**src/rtl/gpio_bus_arbiter_if.sv**
```systemverilog
// Requester-side command/response bundle for one port of gpio_bus_arbiter.
// The requester drives through master; the arbiter answers through slave.
interface gpio_bus_arbiter_if #(
  parameter int ADDR_W = 3,
  parameter int DATA_W = 32
);
  logic              req;
  logic              we;
  logic [ADDR_W-1:0] addr;
  logic [DATA_W-1:0] wdata;
  logic              gnt;
  logic              rvalid;
  logic [DATA_W-1:0] rdata;

  modport master (
    output req, we, addr, wdata,
    input  gnt, rvalid, rdata
  );

  modport slave (
    input  req, we, addr, wdata,
    output gnt, rvalid, rdata
  );
endinterface

```
**src/rtl/gpio_bus_arbiter.sv**
```systemverilog
// Two-requester arbiter in front of the single GPIO register port.
// Each grant issues exactly one bus access and returns registered read data.
module gpio_bus_arbiter #(
  parameter int ADDR_W    = 3,
  parameter int DATA_W    = 32,
  parameter int PRIO_MODE = 0
) (
  input  logic                clk_i,
  input  logic                rst_i,
  gpio_bus_arbiter_if.slave   m0,
  gpio_bus_arbiter_if.slave   m1,
  output logic                write_o,
  output logic [ADDR_W-1:0]   addr_o,
  output logic [DATA_W-1:0]   wdata_o,
  input  logic [DATA_W-1:0]   rdata_i
);

  typedef enum logic [1:0] {
    IDLE  = 2'd0,
    ISSUE = 2'd1,
    RESP  = 2'd2
  } state_e;

  state_e            state_q, state_d;
  logic              owner_q, owner_d;
  logic              last_q, last_d;
  logic              we_q, we_d;
  logic [ADDR_W-1:0] addr_q, addr_d;
  logic [DATA_W-1:0] wdata_q, wdata_d;
  logic [1:0]        gnt_q, gnt_d;
  logic [1:0]        rvalid_q, rvalid_d;
  logic [DATA_W-1:0] rdata0_q, rdata0_d;
  logic [DATA_W-1:0] rdata1_q, rdata1_d;
  logic              winner;
  logic [DATA_W-1:0] resp_data;

  // A tie goes to m0 in fixed mode, otherwise to whoever was not served last.
  always_comb begin
    if (m0.req && m1.req) begin
      winner = (PRIO_MODE == 1) ? 1'b0 : ~last_q;
    end else begin
      winner = m1.req;
    end
  end

  assign resp_data = we_q ? '0 : rdata_i;

  always_comb begin
    state_d  = state_q;
    owner_d  = owner_q;
    last_d   = last_q;
    we_d     = we_q;
    addr_d   = addr_q;
    wdata_d  = wdata_q;
    gnt_d    = 2'b00;
    rvalid_d = 2'b00;
    rdata0_d = rdata0_q;
    rdata1_d = rdata1_q;
    unique case (state_q)
      IDLE: begin
        if (m0.req || m1.req) begin
          owner_d = winner;
          last_d  = winner;
          we_d    = winner ? m1.we    : m0.we;
          addr_d  = winner ? m1.addr  : m0.addr;
          wdata_d = winner ? m1.wdata : m0.wdata;
          gnt_d   = winner ? 2'b10 : 2'b01;
          state_d = ISSUE;
        end
      end
      ISSUE: begin
        // Only the owner's read-data register moves; the other keeps its value.
        rvalid_d = owner_q ? 2'b10 : 2'b01;
        if (owner_q) begin
          rdata1_d = resp_data;
        end else begin
          rdata0_d = resp_data;
        end
        state_d = RESP;
      end
      RESP: begin
        state_d = IDLE;
      end
      default: begin
        state_d = IDLE;
      end
    endcase
  end

  always_ff @(posedge clk_i or posedge rst_i) begin
    if (rst_i) begin
      state_q  <= IDLE;
      owner_q  <= 1'b0;
      last_q   <= 1'b1;
      we_q     <= 1'b0;
      addr_q   <= '0;
      wdata_q  <= '0;
      gnt_q    <= 2'b00;
      rvalid_q <= 2'b00;
      rdata0_q <= '0;
      rdata1_q <= '0;
    end else begin
      state_q  <= state_d;
      owner_q  <= owner_d;
      last_q   <= last_d;
      we_q     <= we_d;
      addr_q   <= addr_d;
      wdata_q  <= wdata_d;
      gnt_q    <= gnt_d;
      rvalid_q <= rvalid_d;
      rdata0_q <= rdata0_d;
      rdata1_q <= rdata1_d;
    end
  end

  // Bus is driven only in ISSUE so a reset mid-access drops write_o at once.
  assign write_o = (state_q == ISSUE) && we_q;
  assign addr_o  = (state_q == ISSUE) ? addr_q  : '0;
  assign wdata_o = (state_q == ISSUE) ? wdata_q : '0;

  assign m0.gnt    = gnt_q[0];
  assign m0.rvalid = rvalid_q[0];
  assign m0.rdata  = rdata0_q;
  assign m1.gnt    = gnt_q[1];
  assign m1.rvalid = rvalid_q[1];
  assign m1.rdata  = rdata1_q;

endmodule

```
**src/flat_wrapper.sv**
```systemverilog
// flat-port wrapper written by rule: the top's interface ports become plain ports
module gpio_bus_arbiter_flat 
#(
  parameter int ADDR_W    = 3,
  parameter int DATA_W    = 32,
  parameter int PRIO_MODE = 0
)
  (clk_i, rst_i, write_o, addr_o, wdata_o, rdata_i, m0_req, m0_we, m0_addr, m0_wdata, m0_gnt, m0_rvalid, m0_rdata, m1_req, m1_we, m1_addr, m1_wdata, m1_gnt, m1_rvalid, m1_rdata);
  gpio_bus_arbiter_if #(.ADDR_W(ADDR_W), .DATA_W(DATA_W)) m0_i ();
  gpio_bus_arbiter_if #(.ADDR_W(ADDR_W), .DATA_W(DATA_W)) m1_i ();
  input  logic clk_i;
  input  logic rst_i;
  output logic write_o;
  output logic [ADDR_W-1:0] addr_o;
  output logic [DATA_W-1:0] wdata_o;
  input  logic [DATA_W-1:0] rdata_i;
  input wire logic [$bits(m0_i.req)-1:0] m0_req;
  input wire logic [$bits(m0_i.we)-1:0] m0_we;
  input wire logic [$bits(m0_i.addr)-1:0] m0_addr;
  input wire logic [$bits(m0_i.wdata)-1:0] m0_wdata;
  output wire logic [$bits(m0_i.gnt)-1:0] m0_gnt;
  output wire logic [$bits(m0_i.rvalid)-1:0] m0_rvalid;
  output wire logic [$bits(m0_i.rdata)-1:0] m0_rdata;
  input wire logic [$bits(m1_i.req)-1:0] m1_req;
  input wire logic [$bits(m1_i.we)-1:0] m1_we;
  input wire logic [$bits(m1_i.addr)-1:0] m1_addr;
  input wire logic [$bits(m1_i.wdata)-1:0] m1_wdata;
  output wire logic [$bits(m1_i.gnt)-1:0] m1_gnt;
  output wire logic [$bits(m1_i.rvalid)-1:0] m1_rvalid;
  output wire logic [$bits(m1_i.rdata)-1:0] m1_rdata;
  assign m0_i.req = m0_req;
  assign m0_i.we = m0_we;
  assign m0_i.addr = m0_addr;
  assign m0_i.wdata = m0_wdata;
  assign m0_gnt = m0_i.gnt;
  assign m0_rvalid = m0_i.rvalid;
  assign m0_rdata = m0_i.rdata;
  assign m1_i.req = m1_req;
  assign m1_i.we = m1_we;
  assign m1_i.addr = m1_addr;
  assign m1_i.wdata = m1_wdata;
  assign m1_gnt = m1_i.gnt;
  assign m1_rvalid = m1_i.rvalid;
  assign m1_rdata = m1_i.rdata;
  gpio_bus_arbiter #(.ADDR_W(ADDR_W), .DATA_W(DATA_W), .PRIO_MODE(PRIO_MODE)) u_core (.clk_i(clk_i), .rst_i(rst_i), .m0(m0_i), .m1(m1_i), .write_o(write_o), .addr_o(addr_o), .wdata_o(wdata_o), .rdata_i(rdata_i));
endmodule
```
**config.mk**
```make
export PLATFORM = sky130hd
export DESIGN_NAME = gpio_bus_arbiter_flat
export DESIGN_NICKNAME = d
export VERILOG_FILES = /design/src/rtl/gpio_bus_arbiter_if.sv /design/src/rtl/gpio_bus_arbiter.sv /design/src/flat_wrapper.sv
export SDC_FILE = /design/constraint.sdc
export NUM_CORES = 1
export LEC_CHECK = 0
export ABC_AREA = 1
export BUFFER_PORTS_ARGS = -buffer_cell sky130_fd_sc_hd__buf_4
export CELL_PAD_IN_SITES_DETAIL_PLACEMENT = 0
export CELL_PAD_IN_SITES_GLOBAL_PLACEMENT = 1
export CORE_ASPECT_RATIO = 1.75
export CORE_MARGIN = 3
export CORE_UTILIZATION = 34
export CTS_BUF_LIST = sky130_fd_sc_hd__clkbuf_4 sky130_fd_sc_hd__clkbuf_8 sky130_fd_sc_hd__clkbuf_16
export DETAILED_ROUTE_END_ITERATION = 10
export MAX_ROUTING_LAYER = met4
export PLACE_DENSITY_LB_ADDON = 0.1
export RECOVER_POWER = 25
export SLEW_MARGIN = 10
export SYNTH_ARGS = -nofsm -noshare
export SYNTH_HDL_FRONTEND = slang
export SYNTH_SLANG_ARGS = --single-unit
```
**constraint.sdc**
```tcl
create_clock -name clk_i -period 3.5 [get_ports clk_i]
set_clock_uncertainty 0.1 [all_clocks]
set_input_delay 0.175 -clock clk_i [delete_from_list [all_inputs] [get_ports clk_i]]
set_output_delay 0.175 -clock clk_i [all_outputs]
set_load 0.005 [all_outputs]
```
Word-level counts from Yosys, hierarchy flattened
Index checks and enable logic that the tools add are counted.
Widths: inputs -> output; s select.

storage, ports and cells
  memories kept = 0
  output and inout port bits = 104
  bits in latches = 0
  register bits = 108
  ROM bits = 0
  bits of input ports = 108
  RAM bits = 0
  logic and storage cells = 35

cells by class
  shift-type cells = 0
  equal/unequal tests = 2
  multiply operators = 0
  divide/modulo/power cells = 0
  bitwise operators = 2
  add/sub/neg operators = 0
  $lt $le $gt $ge = 0
  reductions and logical operators = 7
  mux-type cells = 14

operators by type and width
  operator            number
  $mux 32             3
  $mux 2              6
  $mux 3              2
  $reduce_and 2->1    3
  $pmux 2 s2          1
  $eq 2x1->1 const B  1
  $logic_and 1x1->1   2
  $logic_not 2->1     1
  $mux 1              2
  $ne 2x1->1 const B  1
  $not 1->1           2
  $logic_or 1x1->1    1

Depth between registers and ports, before layout
  depth after elaboration = 5
  mapped depth = 8
  mapped depth without buffers = 6

Worst setup path after synthesis
Ideal clock, no wire load.

  kind = reg-to-reg
  from = register u_core.last_q
  to = register u_core.wdata_q[16]
  cell stages (with the launch flop) = 8
  period minus slack after synthesis = 1.329 ns
  library setup time = 0.118 ns
  data required time = 3.282 ns
  data arrival time = 1.111 ns
  slack = 2.171 ns
  path buffers = 2
  cell sequence = dfstp_2 -> nand2_2 -> nand2_1 -> buf_6 -> buf_4 -> nand2_1 -> nand3_1 -> nand2_1

between the ends
  longest elaborated chain between the ends = 3

RTL lines
  what                      line                     RTL
  start: declaration        gpio_bus_arbiter.sv:26   logic last_q, last_d;
  start signal: assignment  gpio_bus_arbiter.sv:105  last_q <= last_d;
  $not 1->1                 gpio_bus_arbiter.sv:40   winner = (PRIO_MODE == 1) ? 1'b0 : ~last_q;
  $mux 1                    gpio_bus_arbiter.sv:39   if (m0.req && m1.req) begin
  $mux 32                   gpio_bus_arbiter.sv:66   wdata_d = winner ? m1.wdata : m0.wdata;
  end signal: assignment    gpio_bus_arbiter.sv:108  wdata_q <= wdata_d;
  end: declaration          gpio_bus_arbiter.sv:29   logic [DATA_W-1:0] wdata_q, wdata_d;

Every way passes these cells.
A chain may end at the register's enable or synchronous reset.

Worst setup path after layout
  from = register u_core.state_q[0]
  to = output wdata_o[17]

between the ends
  longest elaborated chain between the ends = 2

RTL lines
  what                      line                     RTL
  start: declaration        gpio_bus_arbiter.sv:24   state_e state_q, state_d;
  start signal: assignment  gpio_bus_arbiter.sv:103  state_q <= state_d;
  $eq 2x1->1                gpio_bus_arbiter.sv:119  assign wdata_o = (state_q == ISSUE) ? wdata_q : '0;
  $mux 32                   gpio_bus_arbiter.sv:119
  end: declaration          flat_wrapper.sv:15       output logic [DATA_W-1:0] wdata_o;

Every way passes these cells.

==> impl_metrics.json <==
{
  "crit_fanout": 80,
  "synth-xor-area-share_pct": 0,
  "cap_viol_max_count": 0,
  "p_leak_nw": 4.43,
  "h-tree-depth": 3,
  "wl_met1_um": 6160,
  "drv_slew": 0,
  "cts_resized": 0,
  "critPathBufInv": 2,
  "hold_buffers": 0,
  "worst_ep_required_time_ns": 3.22,
  "post_cts.repair.setup_buffers": 0,
  "io_pins": 212,
  "grt_pass1_wl_um": 25700,
  "grt_max_degree": 81,
  "cp_slowest_stage_delay_ns": 0.63,
  "avgSynthCellArea_um2": 7.26,
  "drt_iter0_drc": 120,
  "antenna_found_initial": 0,
  "drc_errors": 0,
  "setup_viol_count_final": 0,
  "place_hpwl_um": 11100,
  "cts_tree": "yes",
  "synth_top_family_by_area": "simple AND/OR/NAND/NOR gates",
  "slew_headroom_pct": 34.7,
  "wl_um": 15500,
  "crit_type": "flop to output pin",
  "wl_met2_um": 8370,
  "fillers": 1629,
  "peakVddDrop_mv": 0.462,
  "final_util_pct": 47.0,
  "tightestPinTransition_ns": 0.980,
  "num_antenna_cells": 0,
  "initial_utilization_pct": 35.1,
  "path_cells": "nand2_4 > buf_4 > nor2_1 > buf_4",
  "yosys_register_bits": 108,
  "pre_cts_ws_ns": 1.59,
  "synth-seq-area-share_pct": 49.3,
  "yosysWarnings": 0,
  "cp_slowest_cell": "buf_4",
  "track_usage_pct": 18.4,
  "drtPass1Iterations": 4,
  "die_y_um": 174,
  "violations": "hold timing",
  "viasPerCell": 4.56,
  "max_clock_freq_ghz": 0.447,
  "hp-class": "input port to asynchronous set/reset pin",
  "dieArea_mm2": 0.0177,
  "final_cell_count_no_fill": 1130,
  "cts_root_buffer": "clkbuf_16",
  "rsz0062_at_grt": "false",
  "cts_buffer_depth": 2,
  "top_layer": "met4",
  "final.setup.worst_slack_ns": 1.26,
  "drive_above_1_share_pct": 26.0,
  "clock-sinks": 108,
  "core_mm2": 0.0156,
  "num_rows": 60,
  "syn_nets": 863,
  "portBuffers": 211,
  "cp-start-kind": "flop",
  "p_per_area_mw_per_mm2": 767,
  "synth_mux_area_share_pct": 0,
  "fin_setup_tns_ns": 0,
  "synth-simple-area-share_pct": 29.0,
  "clk_latency_ns": 0.34,
  "fin_worst_hold_slack_ns": -0.0532,
  "cp.arrival_ns": 1.96,
  "finalCriticalPeriod_ns": 2.24,
  "syn_inst": 755,
  "wl_met3_um": 809,
  "dp_cells": 1114,
  "crit_family": "buffers and inverters",
  "status": "finished with violations",
  "post_drt_wl_per_cell_um": 13.8,
  "end_kind": "output pin",
  "cp_common_cell": "buf_4",
  "die_w_um": 102,
  "netlist_area_mm2": 0.00548,
  "clkTransAtPathRegs_ns": 0.08,
  "synth_compound_gate_area_share_pct": 5.93,
  "hold_viol_final": 61,
  "grt-ovfl-total": 0,
  "gp_congestion": 0.773,
  "synthToLayoutAreaGrowth_pct": 33.9,
  "nets": 1047,
  "cts-buffers-inserted": 9,
  "synth.distinct_cells": 18,
  "vias": 5152,
  "fin_crit_sh_pct": 63.9,
  "synth_adder_area_share_pct": 0,
  "ant_nets": 0,
  "grt_pass1_vias": 5339
}
==> layer usage <==
layer,GRT usage [%],up-vias
met4,4.82,0
met2,33.0,160
met1,20.8,2386
li1,-,2593
met5,-,-
met3,3.01,13
==> layout by cell type (no fill, tap or decap), drive strengths merged <==
cell,n
dfrtp,107
dfstp,1
clkinvlp,2
inv,151
clkinv,1
clkbuf,12
nand3,72
o21ai,65
nand2,242
nor2,74
buf,217
==> worst reg2reg max path, delay by kind of cell, from the launching register on <==
family                 cells  cell delay (ns)
AO/OA/AOI/OAI              1             0.08
flip-flops                 1             0.54
buffers and inverters      3             0.69
AND/OR/NAND/NOR            3             0.34
==> cells by family after synthesis <==
family	count (synthesis)
compound gates	65
simple gates	388
buf+inv	194
flops	108
==> layout make-up <==
| type | instances | area, µm² | area share (%) |
|---|---|---|---|
| clock buffer | 10 | 239 | 3.25 |
| clock inverter | 6 | 55.1 | 0.750 |
| sequential | 108 | 2700 | 36.8 |
| inverter | 148 | 561 | 7.63 |
| timing repair buffer | 219 | 1640 | 22.3 |
| tap | 186 | 233 | 3.17 |
| multi-input combinational | 453 | 1920 | 26.1 |
==> flip-flops by register name, summed over array words and instances, names as in the netlist, 2 cells and up <==
register / count
u_core.addr_q: 3
u_core.wdata_q: 32
u_core.state_q: 2
u_core.gnt_q: 2
u_core.m1.rdata: 32
u_core.rvalid_q: 2
u_core.m0.rdata: 32
==> final timing paths <==
path,to,from,cells past startpoint,slack (ns)
min in group clk_i,u_core.wdata_q[18]$_DFFE_PP0P_,m0_wdata[18],5,0.02
max in group asynchronous,u_core.wdata_q[28]$_DFFE_PP0P_,rst_i,3,2.20
setup reg to reg,u_core.owner_q$_DFFE_PP0P_,u_core.last_q$_DFFE_PP1P_,7,1.62
setup / recovery,wdata_o[17],u_core.state_q[0]$_DFFE_PP0P_,4,1.26
hold reg to reg,u_core.last_q$_DFFE_PP1P_,u_core.last_q$_DFFE_PP1P_,2,0.38
hold / removal,u_core.m0.rdata[25]$_DFFE_PP0P_,rst_i,2,-0.05
==> power by group <==
part	switching (mW)	leakage [nW]	internal, mW
combinational	1.45	2.93	1.06
sequential	0.320	1.36	1.80
clock	0.486	0.139	0.517
==> cell usage after synthesis, drive strengths merged <==
cell type,instances,area share (%)
buf,32,4.6
clkbuf,14,1.0
dfrtp,107,49
dfstp,1,0.48
inv,148,10
nand2,242,17
nand3,72,6.6
nor2,74,5.6
o21ai,65,5.9
==> per-stage QoR <==
stage / power (mW) / hold WS [ns] / area (µm²)
2_1_floorplan: 3.60 / 0.276 / 5480
3_3_place_gp: 4.67 / 0.360 / 7060
3_5_place_dp: 4.72 / 0.368 / 7060
4_1_cts: 5.74 / 0.0121 / 7350
5_1_grt: 6.16 / 0.0398 / 7340
6_report: 5.63 / -0.0532 / 7340
No activity file was read; power rests on OpenSTA's default activity.
